--- src/rtl/vga_frame_capture.sv ---
// vga_frame_capture
//
// Receive end of the VGA pixel interface. Once armed by start, it waits for
// the next vertical sync fall and then writes one full active frame of 8-bit
// pixels, row-major, into a RAM write port. It also checks the frame geometry:
// the length of every active line, the number of active lines per frame, and
// pixels that arrive beyond the frame size.
//
// Ports
//   clk        system clock
//   rst        synchronous reset, active low
//   pix_en     one-clk pixel strobe; video inputs are sampled only when high
//   h_sync     horizontal sync, active low (not used for capture)
//   v_sync     vertical sync, active low
//   blank_n    high during active video
//   pix        8-bit pixel data
//   start      one-clk pulse; arms capture of the next full frame
//   abort      one-clk pulse; abandons the capture and returns to idle
//   busy       high while waiting for the frame start or capturing
//   done       high once a frame has completed, until the next accepted start
//   wr_en      RAM write strobe, one clk wide
//   wr_addr    RAM write address, 0 = top-left pixel
//   wr_data    RAM write data
//   line_cnt   active lines completed in the current or last frame
//   err_line   sticky: an active line had the wrong length
//   err_frame  sticky: the wrong number of active lines at frame end
//   err_ovf    sticky: an active pixel arrived after the frame was full

module vga_frame_capture #(
  parameter int H_ACTIVE = 640,
  parameter int V_ACTIVE = 480,
  parameter int ADDR_W   = 19
) (
  input  logic              clk,
  input  logic              rst,
  input  logic              pix_en,
  input  logic              h_sync,
  input  logic              v_sync,
  input  logic              blank_n,
  input  logic [7:0]        pix,
  input  logic              start,
  input  logic              abort,
  output logic              busy,
  output logic              done,
  output logic              wr_en,
  output logic [ADDR_W-1:0] wr_addr,
  output logic [7:0]        wr_data,
  output logic [9:0]        line_cnt,
  output logic              err_line,
  output logic              err_frame,
  output logic              err_ovf
);

  localparam logic [1:0] S_IDLE    = 2'd0;
  localparam logic [1:0] S_WAIT_VS = 2'd1;
  localparam logic [1:0] S_CAPTURE = 2'd2;
  localparam logic [1:0] S_DONE    = 2'd3;

  localparam int TOTAL = H_ACTIVE * V_ACTIVE;

  // The write counter carries one extra bit so that a frame that exactly
  // fills the address space can still represent "full".
  localparam logic [ADDR_W:0] WR_FULL = (ADDR_W + 1)'(TOTAL);

  // The line pixel counter has headroom above H_ACTIVE so overlong lines are
  // still seen as wrong; it saturates instead of wrapping.
  localparam int PCW = $clog2(H_ACTIVE + 2) + 1;
  localparam logic [PCW-1:0] PC_H   = PCW'(H_ACTIVE);
  localparam logic [PCW-1:0] PC_MAX = '1;

  localparam logic [9:0] LINES_EXP = 10'(V_ACTIVE);
  localparam logic [9:0] LINES_MAX = 10'h3FF;

  logic [1:0]     state;
  logic           vs_q;
  logic           bl_q;
  logic [PCW-1:0] pix_cnt;
  logic [ADDR_W:0] wr_cnt;

  logic           fb;
  logic           eol;
  logic           act;
  logic [9:0]     line_cnt_n;

  // h_sync plays no part in capture; this sink only keeps lint quiet.
  logic unused_hs;
  assign unused_hs = h_sync;

  // Edges are judged between successive strobed samples, never between clks.
  assign fb  = pix_en & vs_q & ~v_sync;
  assign eol = pix_en & bl_q & ~blank_n;
  assign act = pix_en & blank_n;

  // Line count including an end-of-line in the current sample, so a frame
  // boundary arriving together with the last eol still sees the full count.
  always_comb begin
    line_cnt_n = line_cnt;
    if (eol && line_cnt != LINES_MAX) line_cnt_n = line_cnt + 10'd1;
  end

  assign busy    = (state == S_WAIT_VS) || (state == S_CAPTURE);
  assign done    = (state == S_DONE);
  assign wr_addr = wr_cnt[ADDR_W-1:0];

  // The address is advanced on the clk after the write strobe, so wr_addr
  // shows the address being written while wr_en is high. This relies on
  // pix_en never being asserted on two consecutive clks.
  always_ff @(posedge clk) begin
    if (!rst) begin
      state     <= S_IDLE;
      vs_q      <= 1'b0;
      bl_q      <= 1'b0;
      pix_cnt   <= '0;
      wr_cnt    <= '0;
      wr_en     <= 1'b0;
      wr_data   <= '0;
      line_cnt  <= '0;
      err_line  <= 1'b0;
      err_frame <= 1'b0;
      err_ovf   <= 1'b0;
    end else begin
      wr_en <= 1'b0;

      if (pix_en) begin
        vs_q <= v_sync;
        bl_q <= blank_n;
      end

      if (wr_en && wr_cnt != WR_FULL) wr_cnt <= wr_cnt + (ADDR_W + 1)'(1);

      case (state)
        S_IDLE, S_DONE: begin
          if (start) begin
            state     <= S_WAIT_VS;
            err_line  <= 1'b0;
            err_frame <= 1'b0;
            err_ovf   <= 1'b0;
            line_cnt  <= '0;
            wr_cnt    <= '0;
            pix_cnt   <= '0;
          end
        end

        S_WAIT_VS: begin
          if (abort)   state <= S_IDLE;
          else if (fb) state <= S_CAPTURE;
        end

        S_CAPTURE: begin
          if (abort) begin
            state <= S_IDLE;
          end else begin
            if (act) begin
              if (wr_cnt < WR_FULL) begin
                wr_en   <= 1'b1;
                wr_data <= pix;
              end else begin
                err_ovf <= 1'b1;
              end
              if (pix_cnt != PC_MAX) pix_cnt <= pix_cnt + PCW'(1);
            end
            if (eol) begin
              line_cnt <= line_cnt_n;
              if (pix_cnt != PC_H) err_line <= 1'b1;
              pix_cnt <= '0;
            end
            if (fb) begin
              state <= S_DONE;
              if (line_cnt_n != LINES_EXP) err_frame <= 1'b1;
            end
          end
        end

        default: state <= S_IDLE;
      endcase
    end
  end

endmodule
--- config.mk ---
export PLATFORM = sky130hd
export DESIGN_NAME = vga_frame_capture
export DESIGN_NICKNAME = d
export VERILOG_FILES = /design/src/rtl/vga_frame_capture.sv
export SDC_FILE = /design/constraint.sdc
export NUM_CORES = 1
export LEC_CHECK = 0
export BUFFER_PORTS_ARGS = -buffer_cell sky130_fd_sc_hd__buf_4
export CORE_MARGIN = 5
export CORE_UTILIZATION = 33
export CTS_BUF_LIST = sky130_fd_sc_hd__clkbuf_2
export DETAILED_ROUTE_END_ITERATION = 8
export GPL_TIMING_DRIVEN = 0
export SLEW_MARGIN = 20
export SYNTH_ARGS = -nofsm -noshare
export SYNTH_HDL_FRONTEND = slang
export SYNTH_SLANG_ARGS = --single-unit
export TNS_END_PERCENT = 5
--- constraint.sdc ---
create_clock -name clk -period 3 [get_ports clk]
set_clock_uncertainty 0.1 [all_clocks]
set_input_delay 0.6 -clock clk [delete_from_list [all_inputs] [get_ports clk]]
set_output_delay 0.6 -clock clk [all_outputs]
set_load 0.01 [all_outputs]
==> impl_metrics.py, run 1 <==
metrics = {
    "status": {
        "status": "finished, final reports clean",
    },
    "place": {
        "numPortBuffers": 56,
        "placed_cells": 542,
        "place_hpwl_mm": 5.58,
        "gp_congestion": 0.831,
    },
    "min_path": {
        "whs_path_depth": 3,
        "hp-class": "input pin to flop",
        "hp-start": "pix[7]",
        "min_to": "wr_data[7]",
    },
    "sta": {
        "hold_viol_final": 0,
        "slew_violations": 0,
        "finalSetupViolCount": 0,
        "grt_setup_unrepaired": "no",
        "worstMarginPinSlew_ns": 0.595,
        "fin_crit_sh": 0.828,
        "period_needed_ns": 2.48,
        "slew_headroom": 0.601,
        "max_freq_ghz": 0.402,
        "finalSetupTns_ns": 0,
    },
    "die": {
        "dieArea_um2": 11300,
        "die_x_um": 106,
        "rows": 35,
        "io_pins": 59,
        "start_util": 0.335,
        "core-area_um2": 9150,
        "die_h_um": 106,
    },
    "power": {
        "p_leak_nw": 1.48,
        "internal_power_w": 0.000985,
        "clkPwrFrac": 0.352,
        "ir_drop_uv": 151,
        "switching_power_w": 0.000352,
        "powerDensity_nw_per_um2": 359,
        "p_comb_frac": 0.072,
        "seq_power_share": 0.576,
        "netSwitchingFraction": 0.263,
    },
    "cts": {
        "ctsResizeCount": 0,
        "path_clk_slew_ns": 0.15,
        "cts.sinks": 57,
        "root_buffer": "clkbuf_2",
        "h-tree-depth": 3,
        "clk_latency_ns": 0.50,
        "cts_hold_buf": 0,
        "cts_tree": "yes",
        "cts_buffers": 9,
        "cts_buffer_depth": 2,
        "cts_setup_buffers": 0,
    },
    "worst_setup_path": {
        "crit_fanout": 6,
        "reg2reg_to": "pix_cnt[5]",
        "end_kind": "flop",
        "cp-start-kind": "flop",
        "required_ns": 3.32,
        "critical_path_class": "flop to flop",
        "timing.rr.start": "state[0]",
        "cp.arrival_ns": 2.81,
        "reg2reg_slack_ns": 0.52,
        "rr_worst_depth": 7,
    },
    "drt": {
        "dr_wl_met2_mm": 3.34,
        "dr_total_vias": 2797,
        "wire_per_inst_um": 13.4,
        "vias_per_cell": 5.02,
        "drt_iter0_drc": 92,
        "firstDrtPassIters": 4,
        "wl_met1_mm": 3.62,
        "drc": 0,
        "wl_met3_um": 402,
        "top_layer": "met4",
        "drtAntennaViolNets": 0,
        "drt-total-wl_mm": 7.49,
    },
    "cells_and_area": {
        "final_cell_mix": "buf_4 (75), dfxtp_1 (57), nor2_1 (44)",
        "final_core_util": 0.407,
        "final_cells": 557,
        "drive_gt1_frac": 0.213,
        "antennaDiodeCount": 0,
        "final_common_cell": "buf_4",
        "nets": 466,
        "area_delta_synth_final_pct": 21.4,
        "fillers": 970,
    },
    "synthesis": {
        "ys_seq_elements": 57,
        "synthesis.area_um2": 3070,
        "async_flop_share": 0,
        "synth-main-ff-cell": "dfxtp_1",
        "avgSynthCellArea_um2": 8.19,
        "synthCells": 375,
        "synth_edf_count": 0,
        "yosysSeqAreaShare": 0.372,
        "ys_warn_count": 0,
        "synth_nets": 399,
        "yosysUniqueCellTypes": 54,
    },
    "global_route": {
        "antenna_found_initial": 0,
        "grt_overflow": 0,
        "grt_pass1_wl_mm": 12.4,
        "grt_pass1_vias": 2598,
        "grt_usage": 0.135,
        "grt_max_degree": 11,
    },
    "job": {
        "cap_violations": 0,
    },
}
## power by group through the flow
stage               Clock (W)  Combinational [W]  Sequential [W]
floorplan                   0          0.0000551        0.000785
global placement            0          0.0000969        0.000786
detailed placement          0          0.0000977        0.000786
CTS                  0.000483          0.0000980        0.000770
global route         0.000521           0.000109        0.000771
finish               0.000470          0.0000967        0.000769
## per-layer routing
layer | vias to the layer above | track usage
li1 | 1446 | -
met1 | 1282 | 0.177
met2 | 59 | 0.211
met3 | 10 | 0.0340
met4 | 0 | 0.0530
met5 | - | 0
## cell families (layout without fill, tap and decap cells)
logic type	count (synthesis)	after routing	synth area share
AOI/OAI and AO/OA	67	67	0.141
xor gates and xnor gates	26	26	0.0742
adders and majority gates	8	8	0.0326
buffers and inverters	44	115	0.0774
DFF	57	57	0.372
muxes	4	4	0.0130
and+or+nand+nor	169	169	0.290
## registers in the layout (all words and copies together) (netlist names), 2 cells and up
signal	flops
wr_cnt	20
pix_cnt	11
line_cnt	10
wr_data	8
state	2
## layout make-up
type                       instances  area (um^2)  share of cell area
multi-input combinational        274         1690               0.454
sequential                        57         1140               0.306
timing repair buffer              56          420               0.113
buffer                            33          196              0.0527
tap                              111          139              0.0373
clock buffer                      10         50.0              0.0134
clock inverter                     5         47.5              0.0128
inverter                          11         41.3              0.0111
## worst max path at each step
stage,depth (start not counted),endpoint,from,slack [ns]
6_report,7,pix_cnt[5],state[0],0.52
5_1_grt,7,pix_cnt[5],state[0],0.30
4_1_cts,7,pix_cnt[5],state[0],0.46
3_5_place_dp,7,pix_cnt[5],state[0],0.51
3_3_place_gp,7,pix_cnt[5],state[0],0.51
2_1_floorplan,7,pix_cnt[5],state[0],0.81
## critical path, stage by stage, from the launching register on
cell      delay, ns
dfxtp_1        0.39
inv_1          0.07
ha_1           0.37
mux2i_1        0.23
a211oi_2       0.45
nand4_1        0.24
or4_1          0.50
o21ai_0        0.08
## metrics by stage
step                      cell area [um^2]  total power [W]  setup slack, ns  hold WS (ns)
after floorplan                       3070         0.000840            0.808         0.353
after global placement                3630         0.000882            0.510         0.360
after detailed placement              3630         0.000883            0.509         0.370
after CTS                             3730          0.00135            0.462         0.234
after global routing                  3730          0.00140            0.297         0.223
final                                 3730          0.00134            0.515         0.252
## cell usage after synthesis (all sizes together) (6+ instances only)
cell type | count | area (um^2)
dfxtp | 57 | 1140
nor2 | 44 | 165
nand2 | 36 | 135
nand3 | 24 | 120
o21ai | 24 | 120
buf | 20 | 148
xor2 | 18 | 158
a21oi | 15 | 75.1
clkbuf | 13 | 48.8
nand4 | 13 | 81.3
inv | 11 | 41.3
ha | 8 | 100
xnor2 | 8 | 70.1
a31oi | 6 | 37.5
and2 | 6 | 37.5
and4 | 6 | 53.8
nor3 | 6 | 30.0
or3 | 6 | 37.5
Power figures use the tool's default switching activity.
==> run 2, diff against run 1 <==
==> constraint.sdc (replaced) <==
create_clock -name clk -period 2.4 [get_ports clk]
set_clock_uncertainty 0.1 [all_clocks]
set_input_delay 0.48 -clock clk [delete_from_list [all_inputs] [get_ports clk]]
set_output_delay 0.48 -clock clk [all_outputs]
set_load 0.01 [all_outputs]
==> run 2 against run 1 <==
First-iteration DRC count grew 26%. Combinational power up 43%. Critical endpoint is now wr_cnt[1]. Via count is 0.57% higher. Final area is 1.4% higher. Fmax is 9.5% higher. Register-to-register slack got worse by 0.38 ns. Non-clock buffer count grew 2. Sequential cell count is the same. Power is 26% higher. Sequential share of layout area shrank 0.38 points.
==> impl_metrics.py, run 2 (synthesis results as in run 1) <==
metrics = {
    "sta": {
        "finalSetupViolCount": 0,
        "setup_ws_ns": 0.131,
        "hold_viol_final": 0,
        "grt_setup_unrepaired": "no",
        "slew_headroom": 0.592,
        "finalSetupTns_ns": 0,
        "period_needed_ns": 2.27,
        "slew_violations": 0,
        "worstMarginPinSlew_ns": 0.609,
        "max_freq_ghz": 0.441,
        "fin_crit_sh": 0.945,
    },
    "worst_setup_path": {
        "rr_worst_depth": 7,
        "timing.rr.start": "wr_cnt[0]",
        "crit_slowest_cell": "or4_4",
        "worst-path-buf-inv": 1,
        "end_kind": "flop",
        "crit_start": "wr_cnt[0]",
        "required_ns": 2.67,
        "crit_end": "wr_cnt[1]",
        "crit_fanout": 4,
        "critical_path_class": "flop to flop",
        "max_stage_delay_ns": 0.47,
        "cp-start-kind": "flop",
        "cp.depth": 7,
        "reg2reg_to": "wr_cnt[1]",
        "reg2reg_slack_ns": 0.13,
        "crit_family": "simple AND/OR/NAND/NOR gates",
        "path_cells": "inv_1, ha_1, or4b_1, or4_4, o31ai_4, mux2i_1, nor2_1",
        "cp.arrival_ns": 2.53,
    },
    "cells_and_area": {
        "reg_top3": "wr_cnt (20), pix_cnt (11), line_cnt (10)",
        "final_cell_mix": "buf_4 (77), dfxtp_1 (56), nor2_1 (44)",
        "final_common_cell": "buf_4",
        "nets": 468,
        "largest_reg_flops": 20,
        "area_delta_synth_final_pct": 23.1,
        "drive_gt1_frac": 0.225,
        "top_register": "wr_cnt",
        "antennaDiodeCount": 0,
    },
    "drt": {
        "dr_total_vias": 2813,
        "wire_per_inst_um": 13.6,
        "drc": 0,
        "firstDrtPassIters": 4,
        "drt-total-wl_mm": 7.61,
        "drtAntennaViolNets": 0,
        "vias_per_cell": 5.03,
        "drt_iter0_drc": 116,
    },
    "die": {
        "die_x_um": 106,
        "die_h_um": 106,
        "rows": 35,
        "core-area_um2": 9150,
        "start_util": 0.335,
        "io_pins": 59,
        "dieArea_um2": 11300,
    },
    "place": {
        "post-place-ws_ns": -0.0912,
        "place_hpwl_mm": 5.58,
        "numPortBuffers": 56,
        "gp_congestion": 0.831,
    },
    "cts": {
        "cts_hold_buf": 0,
        "clk_latency_ns": 0.50,
        "cts_buffer_depth": 2,
        "h-tree-depth": 3,
        "path_clk_slew_ns": 0.17,
        "cts_tree": "yes",
        "cts.sinks": 57,
        "cts_buffers": 9,
        "root_buffer": "clkbuf_2",
    },
    "global_route": {
        "antenna_found_initial": 0,
        "grt_pass1_wl_mm": 12.5,
        "grt_pass1_vias": 2607,
        "grt_usage": 0.136,
        "grt_overflow": 0,
        "grt_max_degree": 11,
    },
    "status": {
        "status": "finished, final reports clean",
    },
    "power": {
        "powerDensity_nw_per_um2": 447,
        "ir_drop_uv": 189,
        "p_leak_nw": 1.49,
    },
    "min_path": {
        "hp-start": "pix[7]",
        "hp-class": "input pin to flop",
    },
    "job": {
        "cap_violations": 0,
    },
}
## run 2: stage by stage
step / cell area (um^2) / hold WS [ns] / utilization / std cells / power [W]
global placement: 3630 / 0.360 / 0.397 / 542 / 0.00110
finish: 3780 / 0.134 / 0.413 / 559 / 0.00169
floorplan: 3070 / 0.353 / - / 375 / 0.00105
CTS: 3750 / 0.114 / 0.409 / 558 / 0.00169
detailed placement: 3630 / 0.370 / 0.397 / 542 / 0.00110
global route: 3780 / 0.103 / 0.413 / 559 / 0.00177
## run 2: how the worst min path moves through the flow
stage / slack [ns] / cells after the start / to
2_1_floorplan: 0.35 / 2 / pix_cnt[5]
3_3_place_gp: 0.36 / 2 / wr_data[2]
3_5_place_dp: 0.37 / 2 / wr_data[0]
4_1_cts: 0.11 / 3 / wr_data[0]
5_1_grt: 0.10 / 3 / wr_data[6]
6_report: 0.13 / 3 / wr_data[7]
## run 2: repair_timing
action,4_1_cts,5_1_grt
buffers inserted,1,1
gates resized for setup,2,5
setup endpoints to repair,2,17
pin swaps,1,1
endpoints found under the hold margin,0,0
## run 2: report_power, final
group | leakage [nW] | total [W] | internal [W] | switching (W)
clock | 0.0666 | 0.000588 | 0.000230 | 0.000358
combinational | 0.962 | 0.000138 | 0.0000563 | 0.0000817
sequential | 0.460 | 0.000962 | 0.000955 | 0.00000652
## run 2: per-layer routing
| metal | vias up | GRT usage | part of all wire |
|---|---|---|---|
| li1 | 1452 | - | - |
| met1 | 1287 | 0.179 | 0.49 |
| met2 | 65 | 0.214 | 0.45 |
| met3 | 9 | 0.0340 | 0.050 |
| met4 | 0 | 0.0493 | 0.014 |
| met5 | - | 0 | 0 |
## run 2: layout make-up
type,instances,area (um^2)
Sequential cell,57,1140
Clock inverter,5,47.5
Inverter,11,41.3
Clock buffer,10,50.0
Timing Repair Buffer,58,435
Multi-Input combinational cell,274,1730
Fill cell,966,5370
Buffer,33,196
Tap cell,111,139
## run 2: worst register-to-register path: stages (launching register included)
cell     delay (ns)
dfxtp_2        0.37
inv_1          0.09
ha_1           0.16
or4b_1         0.44
or4_4          0.47
o31ai_4        0.25
mux2i_1        0.21
nor2_1         0.05
==> run 3, diff against run 2 <==
--- a/config.mk
+++ b/config.mk
@@ -6,11 +6,14 @@
 export NUM_CORES = 1
 export LEC_CHECK = 0
 export BUFFER_PORTS_ARGS = -buffer_cell sky130_fd_sc_hd__buf_4
+export CELL_PAD_IN_SITES_DETAIL_PLACEMENT = 1
+export CELL_PAD_IN_SITES_GLOBAL_PLACEMENT = 1
 export CORE_MARGIN = 5
 export CORE_UTILIZATION = 33
 export CTS_BUF_LIST = sky130_fd_sc_hd__clkbuf_2
 export DETAILED_ROUTE_END_ITERATION = 8
 export GPL_TIMING_DRIVEN = 0
+export PLACE_DENSITY_LB_ADDON = 0.1
 export SLEW_MARGIN = 20
 export SYNTH_ARGS = -nofsm -noshare
 export SYNTH_HDL_FRONTEND = slang
==> run 3 against run 2 <==
Die area unchanged. Worst setup slack got worse by 0.016 ns. Via count is 3.6% higher. Sequential cell count unchanged. Sequential power about the same. Critical endpoint unchanged. Largest power group unchanged.
==> impl_metrics.py, run 3 (synthesis results as in run 1) <==
metrics = {
    "status": {
        "status": "finished, final reports clean",
    },
    "cts": {
        "cts_buffer_depth": 2,
        "cts_buffers": 9,
        "cts_tree": "yes",
        "root_buffer": "clkbuf_2",
        "clk_latency_ns": 0.48,
        "cts_hold_buf": 0,
        "h-tree-depth": 3,
        "cts.sinks": 57,
        "path_clk_slew_ns": 0.18,
    },
    "cells_and_area": {
        "top_register": "wr_cnt",
        "final_core_util": 0.419,
        "fin_area_um2": 3830,
        "antennaDiodeCount": 0,
        "final_cell_mix": "buf_4 (80), dfxtp_1 (56), nor2_1 (43)",
        "reg_top3": "wr_cnt (20), pix_cnt (11), line_cnt (10)",
        "final_common_cell": "buf_4",
        "largest_reg_flops": 20,
        "nets": 471,
        "area_delta_synth_final_pct": 24.9,
        "drive_gt1_frac": 0.248,
        "final_cells": 563,
        "fillers": 1153,
    },
    "power": {
        "powerDensity_nw_per_um2": 478,
        "p_leak_nw": 1.52,
        "ir_drop_uv": 238,
    },
    "drt": {
        "drc": 0,
        "drt-total-wl_mm": 8.80,
        "top_layer": "met4",
        "vias_per_cell": 5.18,
        "wl_met1_mm": 3.97,
        "drt_iter0_drc": 49,
        "firstDrtPassIters": 4,
        "drtAntennaViolNets": 0,
        "wire_per_inst_um": 15.6,
        "dr_total_vias": 2915,
        "wl_met3_um": 366,
        "dr_wl_met2_mm": 4.39,
    },
    "die": {
        "rows": 35,
        "die_x_um": 106,
        "io_pins": 59,
        "start_util": 0.335,
        "core-area_um2": 9150,
        "die_h_um": 106,
        "dieArea_um2": 11300,
    },
    "sta": {
        "setup_ws_ns": 0.115,
        "hold_viol_final": 0,
        "slew_headroom": 0.655,
        "fin_hold_ws_ns": 0.128,
        "max_freq_ghz": 0.438,
        "worstMarginPinSlew_ns": 0.518,
        "finalSetupViolCount": 0,
        "period_needed_ns": 2.28,
        "slew_violations": 0,
        "fin_crit_sh": 0.952,
        "grt_setup_unrepaired": "no",
    },
    "worst_setup_path": {
        "worst-path-buf-inv": 1,
        "path_cells": "inv_1, ha_1, or4b_1, or4_4, o31ai_4, mux2i_1, nor2_1",
        "cp-start-kind": "flop",
        "cp.arrival_ns": 2.56,
        "crit_family": "simple AND/OR/NAND/NOR gates",
        "crit_fanout": 4,
        "timing.rr.start": "wr_cnt[0]",
        "max_stage_delay_ns": 0.45,
        "end_kind": "flop",
        "critical_path_class": "flop to flop",
        "crit_start": "wr_cnt[0]",
        "required_ns": 2.68,
        "crit_slowest_cell": "or4_4",
    },
    "place": {
        "placed_cells": 542,
        "gp_congestion": 0.802,
        "place_hpwl_mm": 6.66,
        "post-place-ws_ns": -0.178,
        "post_dp_cell_area_um2": 3630,
        "numPortBuffers": 56,
    },
    "global_route": {
        "grt_max_degree": 11,
        "antenna_found_initial": 0,
        "grt_overflow": 0,
        "grt_pass1_vias": 2993,
        "grt_usage": 0.159,
        "grt_pass1_wl_mm": 14.7,
    },
    "min_path": {
        "hp-class": "input pin to flop",
        "hp-start": "pix[5]",
    },
    "job": {
        "cap_violations": 0,
    },
}
## run 3: layout make-up
| type | count | area [um^2] | share of cell area |
|---|---|---|---|
| tap | 111 | 139 | 0.0362 |
| inverter | 11 | 41.3 | 0.0108 |
| sequential | 57 | 1140 | 0.298 |
| timing repair buffer | 61 | 458 | 0.119 |
| buffer | 33 | 198 | 0.0515 |
| clock buffer | 10 | 50.0 | 0.0131 |
| multi-input combinational | 274 | 1720 | 0.450 |
| clock inverter | 6 | 82.6 | 0.0215 |
## run 3: power breakdown
part           total (W)  internal (W)  switching [W]  leakage [nW]
Sequential      0.000962      0.000956     0.00000682         0.460
Clock           0.000736      0.000344       0.000392        0.0817
Combinational   0.000136     0.0000527      0.0000833         0.976
Total            0.00183       0.00135       0.000482          1.52
## run 3: metal layers
| layer | vias to the layer above | global-route usage |
|---|---|---|
| li1 | 1457 | - |
| met2 | 42 | 0.270 |
| met1 | 1409 | 0.203 |
| met5 | - | 0 |
| met4 | 0 | 0.0384 |
| met3 | 7 | 0.0401 |
## run 3: path summary, 6_finish.rpt
path,to,slack [ns],depth (start not counted)
min reg2reg,wr_data[6],0.39,2
max reg2reg,wr_cnt[1],0.12,7
max,wr_cnt[1],0.12,7
min,wr_data[5],0.13,3
## run 3: repair_timing
action / in CTS / in global routing
gates resized for setup: 2 / 9
pin swaps: 1 / 1
setup buffers: 2 / 3
endpoints found under the setup margin: 6 / 24
## run 3: stage by stage
stage	power [W]	TNS [ns]
after floorplan	0.00105	0
after global placement	0.00111	-0.235
after detailed placement	0.00111	-0.508
after CTS	0.00186	-0.0279
after global routing	0.00192	0
final	0.00183	0
## run 3: tightest hold or removal path, delay by kind of cell
kind / cells / cell delay [ns]
AO/OA/AOI/OAI: 1 / 0.06
buffers and inverters: 1 / 0.11
AND/OR/NAND/NOR: 1 / 0.04
